`config.mk`:
```
export PLATFORM = sky130hd
export DESIGN_NAME = pipe_hazard_ctrl
export DESIGN_NICKNAME = d
export VERILOG_FILES = /design/src/rtl/types_pkg.sv /design/src/rtl/pipe_hazard_ctrl_fwd_match.sv /design/src/rtl/pipe_hazard_ctrl.sv
export SDC_FILE = /design/constraint.sdc
export NUM_CORES = 1
export LEC_CHECK = 0
export CAP_MARGIN = 20
export CORE_MARGIN = 5
export CORE_UTILIZATION = 45
export CTS_BUF_LIST = sky130_fd_sc_hd__clkbuf_8 sky130_fd_sc_hd__clkbuf_16
export CTS_CLUSTER_DIAMETER = 30
export CTS_CLUSTER_SIZE = 8
export DETAILED_ROUTE_END_ITERATION = 8
export PLACE_DENSITY_LB_ADDON = 0.05
export REMOVE_ABC_BUFFERS = 1
export SYNTH_ARGS = -nofsm -noshare
export SYNTH_HDL_FRONTEND = slang
export SYNTH_SLANG_ARGS = --single-unit
```
`constraint.sdc`:
```
create_clock -name clk -period 1.85 [get_ports clk]
set_input_delay 0.555 -clock clk [delete_from_list [all_inputs] [get_ports clk]]
set_output_delay 0.555 -clock clk [all_outputs]
set_load 0.1 [all_outputs]
```
`src/rtl/types_pkg.sv`:
```
// Shared types for the integer pipeline hazard controller.
// Scoreboard entry layout and the halt/drain FSM state encoding.
package types_pkg;

    // Scoreboard rd field is sized for the widest register file supported.
    localparam int HZ_AW_MAX = 8;

    typedef struct packed {
        logic                 valid;
        logic                 wr;
        logic [HZ_AW_MAX-1:0] rd;
        logic                 load;
    } hz_entry_t;

    typedef enum logic [1:0] {
        HZ_RUN    = 2'd0,
        HZ_DRAIN  = 2'd1,
        HZ_HALTED = 2'd2
    } hz_state_e;

endpackage

```
`src/rtl/pipe_hazard_ctrl_fwd_match.sv`:
```
// Priority encoder over the scoreboard for one source operand.
// Returns the youngest matching stage (1-based, 0 = none) and whether it is a load.
module fwd_match
    import types_pkg::*;
#(
    parameter int STAGES       = 3,
    parameter int REG_AW       = 4,
    parameter int R0_HARDWIRED = 0,
    parameter int FW           = $clog2(STAGES + 1)
) (
    input  hz_entry_t [STAGES-1:0] ent,
    input  logic [REG_AW-1:0]      src,
    input  logic                   en,
    output logic [FW-1:0]          sel,
    output logic                   is_load
);

    logic r0_block;
    assign r0_block = (R0_HARDWIRED != 0) && (src == '0);

    // Walk oldest to youngest so the youngest writer overrides.
    always_comb begin
        sel     = '0;
        is_load = 1'b0;
        for (int k = STAGES; k >= 1; k--) begin
            if (en && !r0_block && ent[k-1].valid && ent[k-1].wr &&
                ent[k-1].rd == HZ_AW_MAX'(src)) begin
                sel     = FW'(k);
                is_load = ent[k-1].load;
            end
        end
    end

endmodule

```
`src/rtl/pipe_hazard_ctrl.sv`:
```
// Hazard/forwarding controller: per-stage writer scoreboard, operand forwarding
// selects, load-use stall and a run/drain/halted state machine.
module pipe_hazard_ctrl
    import types_pkg::*;
#(
    parameter int STAGES       = 3,
    parameter int REG_AW       = 4,
    parameter int LOAD_READY   = 2,
    parameter int R0_HARDWIRED = 0,
    parameter int CNT_W        = 16,
    parameter int FW           = $clog2(STAGES + 1)
) (
    input  logic              clk,
    input  logic              rst,
    input  logic              issue_valid,
    input  logic              issue_wr,
    input  logic [REG_AW-1:0] issue_rd,
    input  logic              issue_load,
    input  logic              issue_halt,
    input  logic [REG_AW-1:0] src_a,
    input  logic [REG_AW-1:0] src_b,
    input  logic              src_a_en,
    input  logic              src_b_en,
    input  logic              flush,
    output logic              issue_ack,
    output logic              stall,
    output logic [FW-1:0]     fwd_sel_a,
    output logic [FW-1:0]     fwd_sel_b,
    output logic [STAGES-1:0] stage_valid,
    output logic              draining,
    output logic              halted,
    output logic [CNT_W-1:0]  stall_cnt
);

    hz_entry_t [STAGES-1:0] sb;
    hz_entry_t              ent_new;
    hz_state_e              state, state_nxt;
    logic                   ld_a, ld_b, load_use;

    fwd_match #(.STAGES(STAGES), .REG_AW(REG_AW), .R0_HARDWIRED(R0_HARDWIRED), .FW(FW))
        u_fwd_a (.ent(sb), .src(src_a), .en(src_a_en), .sel(fwd_sel_a), .is_load(ld_a));

    fwd_match #(.STAGES(STAGES), .REG_AW(REG_AW), .R0_HARDWIRED(R0_HARDWIRED), .FW(FW))
        u_fwd_b (.ent(sb), .src(src_b), .en(src_b_en), .sel(fwd_sel_b), .is_load(ld_b));

    // A load is only usable once it reaches stage LOAD_READY.
    assign load_use = (ld_a && fwd_sel_a != '0 && fwd_sel_a < FW'(LOAD_READY)) ||
                      (ld_b && fwd_sel_b != '0 && fwd_sel_b < FW'(LOAD_READY));

    for (genvar k = 0; k < STAGES; k++) begin : g_sv
        assign stage_valid[k] = sb[k].valid;
    end

    assign draining = (state == HZ_DRAIN);
    assign halted   = (state == HZ_HALTED);

    always_comb begin
        state_nxt = state;
        stall     = load_use || (state != HZ_RUN);
        issue_ack = issue_valid && !stall && !flush && (state == HZ_RUN);
        case (state)
            HZ_RUN:    if (issue_ack && issue_halt) state_nxt = HZ_DRAIN;
            HZ_DRAIN:  if (stage_valid == '0) state_nxt = HZ_HALTED;
            HZ_HALTED: state_nxt = HZ_HALTED;
            default:   state_nxt = HZ_RUN;
        endcase
    end

    // HALT itself never occupies a stage.
    always_comb begin
        ent_new       = '0;
        ent_new.valid = issue_ack && !issue_halt;
        ent_new.wr    = issue_wr;
        ent_new.rd    = HZ_AW_MAX'(issue_rd);
        ent_new.load  = issue_load;
        if (!ent_new.valid) ent_new = '0;
    end

    always_ff @(posedge clk or posedge rst) begin
        if (rst) begin
            sb        <= '0;
            state     <= HZ_RUN;
            stall_cnt <= '0;
        end else begin
            sb    <= {sb[STAGES-2:0], ent_new};
            state <= state_nxt;
            if (stall && state == HZ_RUN && stall_cnt != '1)
                stall_cnt <= stall_cnt + 1'b1;
        end
    end

endmodule
```
Yosys cells after proc, flatten, opt, wreduce, memory -nomap -nowiden --
Cells that the tools add are included.
Storage, ports and cells: output and inout port bits 27, memories 0, register bits after elaboration 51, bits in writable memories 0, logic and storage cells 84, memory bits (read-only) 0, bits in latches 0
Cells by class: reduce and logical (&&, ||, !) cells 40, $add $sub $neg 1, div/mod/pow operators 0, multipliers 0, eq/ne operators 11, order comparisons 2, shift-type cells 0, multiplexer cells 16, bitwise gates (word level) 0
Operators with widths (count):
- equality test 8 x 4 -> 1 bit | 6
- logical AND 1 bit | 29
- adder 16 x 1 -> 16 bit, second input constant | 1
- 2-to-1 mux 2 bit | 8
- inequality test 16 bit, second input constant | 1
- 2-to-1 mux 11 bit | 1
- 2-to-1 mux 1 bit | 6
- one-hot mux 2 bit (3 select lines) | 1
- nonzero test 2 bit | 3
- < comparator 2 bit, second input constant | 2
- inequality test 2 x 1 -> 1 bit, second input constant | 2
- logical NOT 1 bit | 3
- logical NOT 3 bit | 1
- equality test 2 x 1 -> 1 bit, second input constant | 1
- equality test 2 bit, second input constant | 1
- logical NOT 2 bit | 1
- logical OR 1 bit | 2
- AND reduction 2 bit | 1

Logic depth before layout (Yosys ltp) --
word-level depth 18, depth in mapped cells 6, mapped depth without buffers 6

Cells and area by module --
Synthesis repeated with hierarchy kept, for this count alone.
Second synthesis, totals: cell total of the unflattened synthesis 198, area, all modules 2205.9 um^2
Modules (own cells, without submodules):
- pipe_hazard_ctrl | seq. area each 975.9 um^2, area an instance 1635.3 um^2, cells an instance 130, instances 1
- fwd_match | seq. area each 0.0 um^2, area an instance 285.3 um^2, cells an instance 34, instances 2

Worst setup path before layout --
No wires, ideal clock.
path type in2out, start input src_a[1], end output fwd_sel_a[0], slack -2654 ps, arrival time 3949 ps, cell stages on the path 4, buffers on the path 0, cells stage by stage xnor2_1 > nand4_1 > nor4_1 > o41ai_1
On the way: word-level cells in the longest chain between the ends 5, elaborated cells between the ends (all ways) 9
Ends and longest elaborated chain:
- from (decl) | line pipe_hazard_ctrl.sv:20 | input logic [REG_AW-1:0] src_a,
- equality test 8 x 4 -> 1 bit | line pipe_hazard_ctrl_fwd_match.sv:27 | ent[k-1].rd == HZ_AW_MAX'(src)) begin
- logical AND 1 bit | line pipe_hazard_ctrl_fwd_match.sv:26 | if (en && !r0_block && ent[k-1].valid && ent[k-1].wr &&
- 2-to-1 mux 2 bit (2 in series) | line pipe_hazard_ctrl_fwd_match.sv:26
- 2-to-1 mux 2 bit * | line pipe_hazard_ctrl_fwd_match.sv:26
- to (decl) | line pipe_hazard_ctrl.sv:27 | output logic [FW-1:0] fwd_sel_a,
Mark *: on every way between the ends. The rest lies on a longest branch, timed or not.

Worst setup path in the final report --
start register sb[25] (netlist bit), end output fwd_sel_b[1]
On the way: word-level cells in the longest chain between the ends 5
Ends and longest elaborated chain:
- from (decl) | line pipe_hazard_ctrl.sv:35 | hz_entry_t [STAGES-1:0] sb;
- from (signal assigned) | line pipe_hazard_ctrl.sv:85 | sb <= {sb[STAGES-2:0], ent_new};
- equality test 8 x 4 -> 1 bit | line pipe_hazard_ctrl_fwd_match.sv:27
- logical AND 1 bit | line pipe_hazard_ctrl_fwd_match.sv:26
- 2-to-1 mux 2 bit (3 in series) | line pipe_hazard_ctrl_fwd_match.sv:26
- to (decl) | line pipe_hazard_ctrl.sv:28 | output logic [FW-1:0] fwd_sel_b,
Every way passes these cells.

==> run metrics <==
stage delay of the slowest cell on the critical path 0.46 ns; critical path start-end classification register to output pin; number of top-level pins 48; worst-path fanout max 2; Diodes inserted 0; number of warnings reported in the yosys synthesis log 0; drt wl/cell 19.9 µm; DR pass1 iterations 4; P_leak 1.60 nW; critical path data arrival time 1.86 ns; final setup TNS -6.66 ns; post-synthesis area per instance 11.0 µm²; area of all placed cells without fillers 3570 µm²; CP Cell Sequence xor2_2, nor4_2, buf_4, o22a_1, buf_12; number of instances in the synthesized netlist 183; HPWL Detailed 4.19 mm; Core Box Area 4320 µm²; die height 76.7 µm; final routed wirelength across all metal layers 6.51 mm; outcome complete, but fails checks; gpl congestion 0.895; timing startpoint of the critical path sb[25]$_DFF_PP0_; count of input and output buffers 47; clock slew at the register clock pins of the worst setup and hold paths 0.08 ns; # rows 24; unrepaired setup endpoints after global routing true; initial antenna violation count 0; period utilisation layout 131%; standard cell with the maximum stage delay on the critical path sky130_fd_sc_hd__dfrtp_2; failing checks setup timing; total die area 5890 µm²; crit path capture type output pin; number of vias after detailed routing 1,874; cell types with the largest area share after synthesis sky130_fd_sc_hd__dfrtp_1 46%, sky130_fd_sc_hd__xnor2_1 9.6%, sky130_fd_sc_hd__xor2_1 6.6%; count of flip-flops with a built-in enable after synthesis 0; largest net degree at the start of global routing 38; startpoint of the most critical hold path sb[13]$_DFF_PP0_; post-detailed-route via-to-cell ratio 5.73; max-slew violation total from the final report 0; remaining antenna violation count 0; share of post-route cells with drive strength above 1 55.3%; synth unique cells 37; top cell type's share of synthesized area 46.2%; count of final setup violators 24; area overhead of the layout relative to synthesis 78.0%; Final Hold Fails 0; maximum operating frequency 414 MHz; IR Drop Worst-Case VDD 538 µV; cell total after placement 310; global-route wire length before repair 9.74 mm; source of the worst register-to-register timing path sb[1]$_DFF_PP0_; dpl cell area 3040 µm²; Final min period 2.42 ns; hold buffer count at CTS 0; Clock H-tree levels 2; final net count 301; width of the chip 76.7 µm; violation count after the first detailed-routing iteration 130; final design utilization 82.5%; pwr dens 768 nW/µm²; final worst clock skew 0.00657 ns; number of global-route vias before repair 1,970; dominant cell type by area after synthesis sky130_fd_sc_hd__dfrtp_1; fraction of the yosys area taken by sequential cells 46.2%; final setup slack of the worst path -0.567 ns; starting density of the core 46.4%; data required time of the worst path 1.29 ns; max_slew headroom 58.7%; clock tree root buffer cell sky130_fd_sc_hd__clkbuf_8; synthesized flop and latch total 37; max-capacitance violation count 0; total CTS buffers 5; predominant post-synthesis flop cell sky130_fd_sc_hd__dfrtp_1; DRC viols 0; overall overflow remaining after global route 0; path type of the worst min-delay path register to register; Synth async-reset ratio 100%; measured slew at the worst slew-check pin 0.614 ns; critical path startpoint category register; post-synthesis cell area 2000 µm²; GR Util All Layers 20.7%; maximum clock insertion buffer count 2; smallest hold slack 0.454 ns; latest clock arrival within the worst-skew pair 0.30 ns; CTS tree built; CTS sink count 37; post-route non-filler standard cell count 327
## power by group
group	internal, mW	total, mW	switching [mW]
registers	0.860	0.931	0.0716
logic	0.467	1.22	0.752
clock network	0.294	0.590	0.296
## per-stage QoR
| stage | worst slack [ns] | total power, mW |
|---|---|---|
| 2_1_floorplan | -2.94 | 1.57 |
| 3_3_place_gp | -0.819 | 1.94 |
| 3_5_place_dp | -0.814 | 1.99 |
| 4_1_cts | -0.462 | 2.61 |
| 5_1_grt | -0.626 | 2.87 |
| 6_report | -0.567 | 2.74 |
## routing by layer
layer	track usage, %	part of all wire (%)	up-vias
met1	26.6	40	947
li1	-	-	838
met4	8.74	2.9	0
met3	5.15	5.3	20
met2	32.9	51	69
met5	0	0	-
## cell usage after synthesis, types with 2 or more instances
cell / instances
sky130_fd_sc_hd__xnor2_1: 22
sky130_fd_sc_hd__and3_1: 5
sky130_fd_sc_hd__o22a_1: 2
sky130_fd_sc_hd__inv_1: 6
sky130_fd_sc_hd__nand2_1: 7
sky130_fd_sc_hd__or4_4: 2
sky130_fd_sc_hd__nand4_1: 14
sky130_fd_sc_hd__buf_4: 3
sky130_fd_sc_hd__dfrtp_1: 37
sky130_fd_sc_hd__nand3_2: 2
sky130_fd_sc_hd__xor2_1: 15
sky130_fd_sc_hd__nor3b_1: 9
sky130_fd_sc_hd__nor4_2: 4
sky130_fd_sc_hd__nor3_1: 3
sky130_fd_sc_hd__or3_1: 2
sky130_fd_sc_hd__a21oi_1: 2
sky130_fd_sc_hd__nor2_1: 2
sky130_fd_sc_hd__ha_1: 5
sky130_fd_sc_hd__nand3_1: 18
sky130_fd_sc_hd__xnor2_2: 2
sky130_fd_sc_hd__nor4_1: 5
## sequential cells by signal (all words and copies together) (netlist names)
signal       flops
stall_cnt       16
state            2
sb              16
stage_valid      3
## cell type report
| class | count | area (µm²) |
|---|---|---|
| Multi-Input combinational cell | 134 | 1350 |
| Timing Repair Buffer | 91 | 1100 |
| Sequential cell | 37 | 936 |
| Fill cell | 248 | 756 |
| Clock buffer | 6 | 82.6 |
| Tap cell | 52 | 65.1 |
| Inverter | 6 | 25.0 |
| Clock inverter | 1 | 7.51 |
## worst paths after layout
path / to / slack (ns) / cells after the start
setup / recovery: fwd_sel_b[1] / -0.57 / 5
hold / removal: sb[24]$_DFF_PP0_ / 0.45 / 0
setup reg to reg: stall_cnt[1]$_DFFE_PP0P_ / -0.36 / 11
hold reg to reg: sb[24]$_DFF_PP0_ / 0.45 / 0
max in group asynchronous: state[0]$_DFFE_PP0P_ / 1.04 / 3
min in group asynchronous: sb[1]$_DFF_PP0_ / 0.61 / 3
## layout by cell type, fill, tap and decap left out, drive strengths merged, types with 2 or more instances in the layout
cell            n
buf            77
dfrtp          37
xnor2          24
nand3          20
xor2           15
nand4          14
clkdlybuf4s50  10
nor3b           9
nor4            9
nand2           8
clkbuf          8
inv             6
and3            5
ha              5
nor3            3
or4             2
a21oi           2
or3             2
clkdlybuf4s15   2
o22a            2
nor2            2
## logic make-up after synthesis
group                      count (synthesis)  synth area share (%)
xor gates and xnor gates                  39                  17.8
and+or+nand+nor                           79                  25.3
DFF                                       37                  46.2
AOI/OAI and AO/OA                         10                  3.87
muxes                                      1                 0.562
buffers and inverters                     12                  3.18
adders and majority gates                  5                  3.12
## repair_timing
action / 4_1_cts / 5_1_grt
gates resized for setup: 67 / 53
setup endpoints to repair: 31 / 26
pin swaps: 32 / 33
buffers inserted: 15 / 5
endpoints found under the hold margin: 0 / 0
## critical path, delay by kind of cell, from the launching register on
| kind | cells | cell delay [ns] |
|---|---|---|
| flip-flops | 1 | 0.46 |
| AND/OR/NAND/NOR | 1 | 0.37 |
| buffers and inverters | 2 | 0.36 |
| XOR/XNOR | 1 | 0.20 |
| AO/OA/AOI/OAI | 1 | 0.17 |
Note: power is estimated with default switching activity, not from simulation.
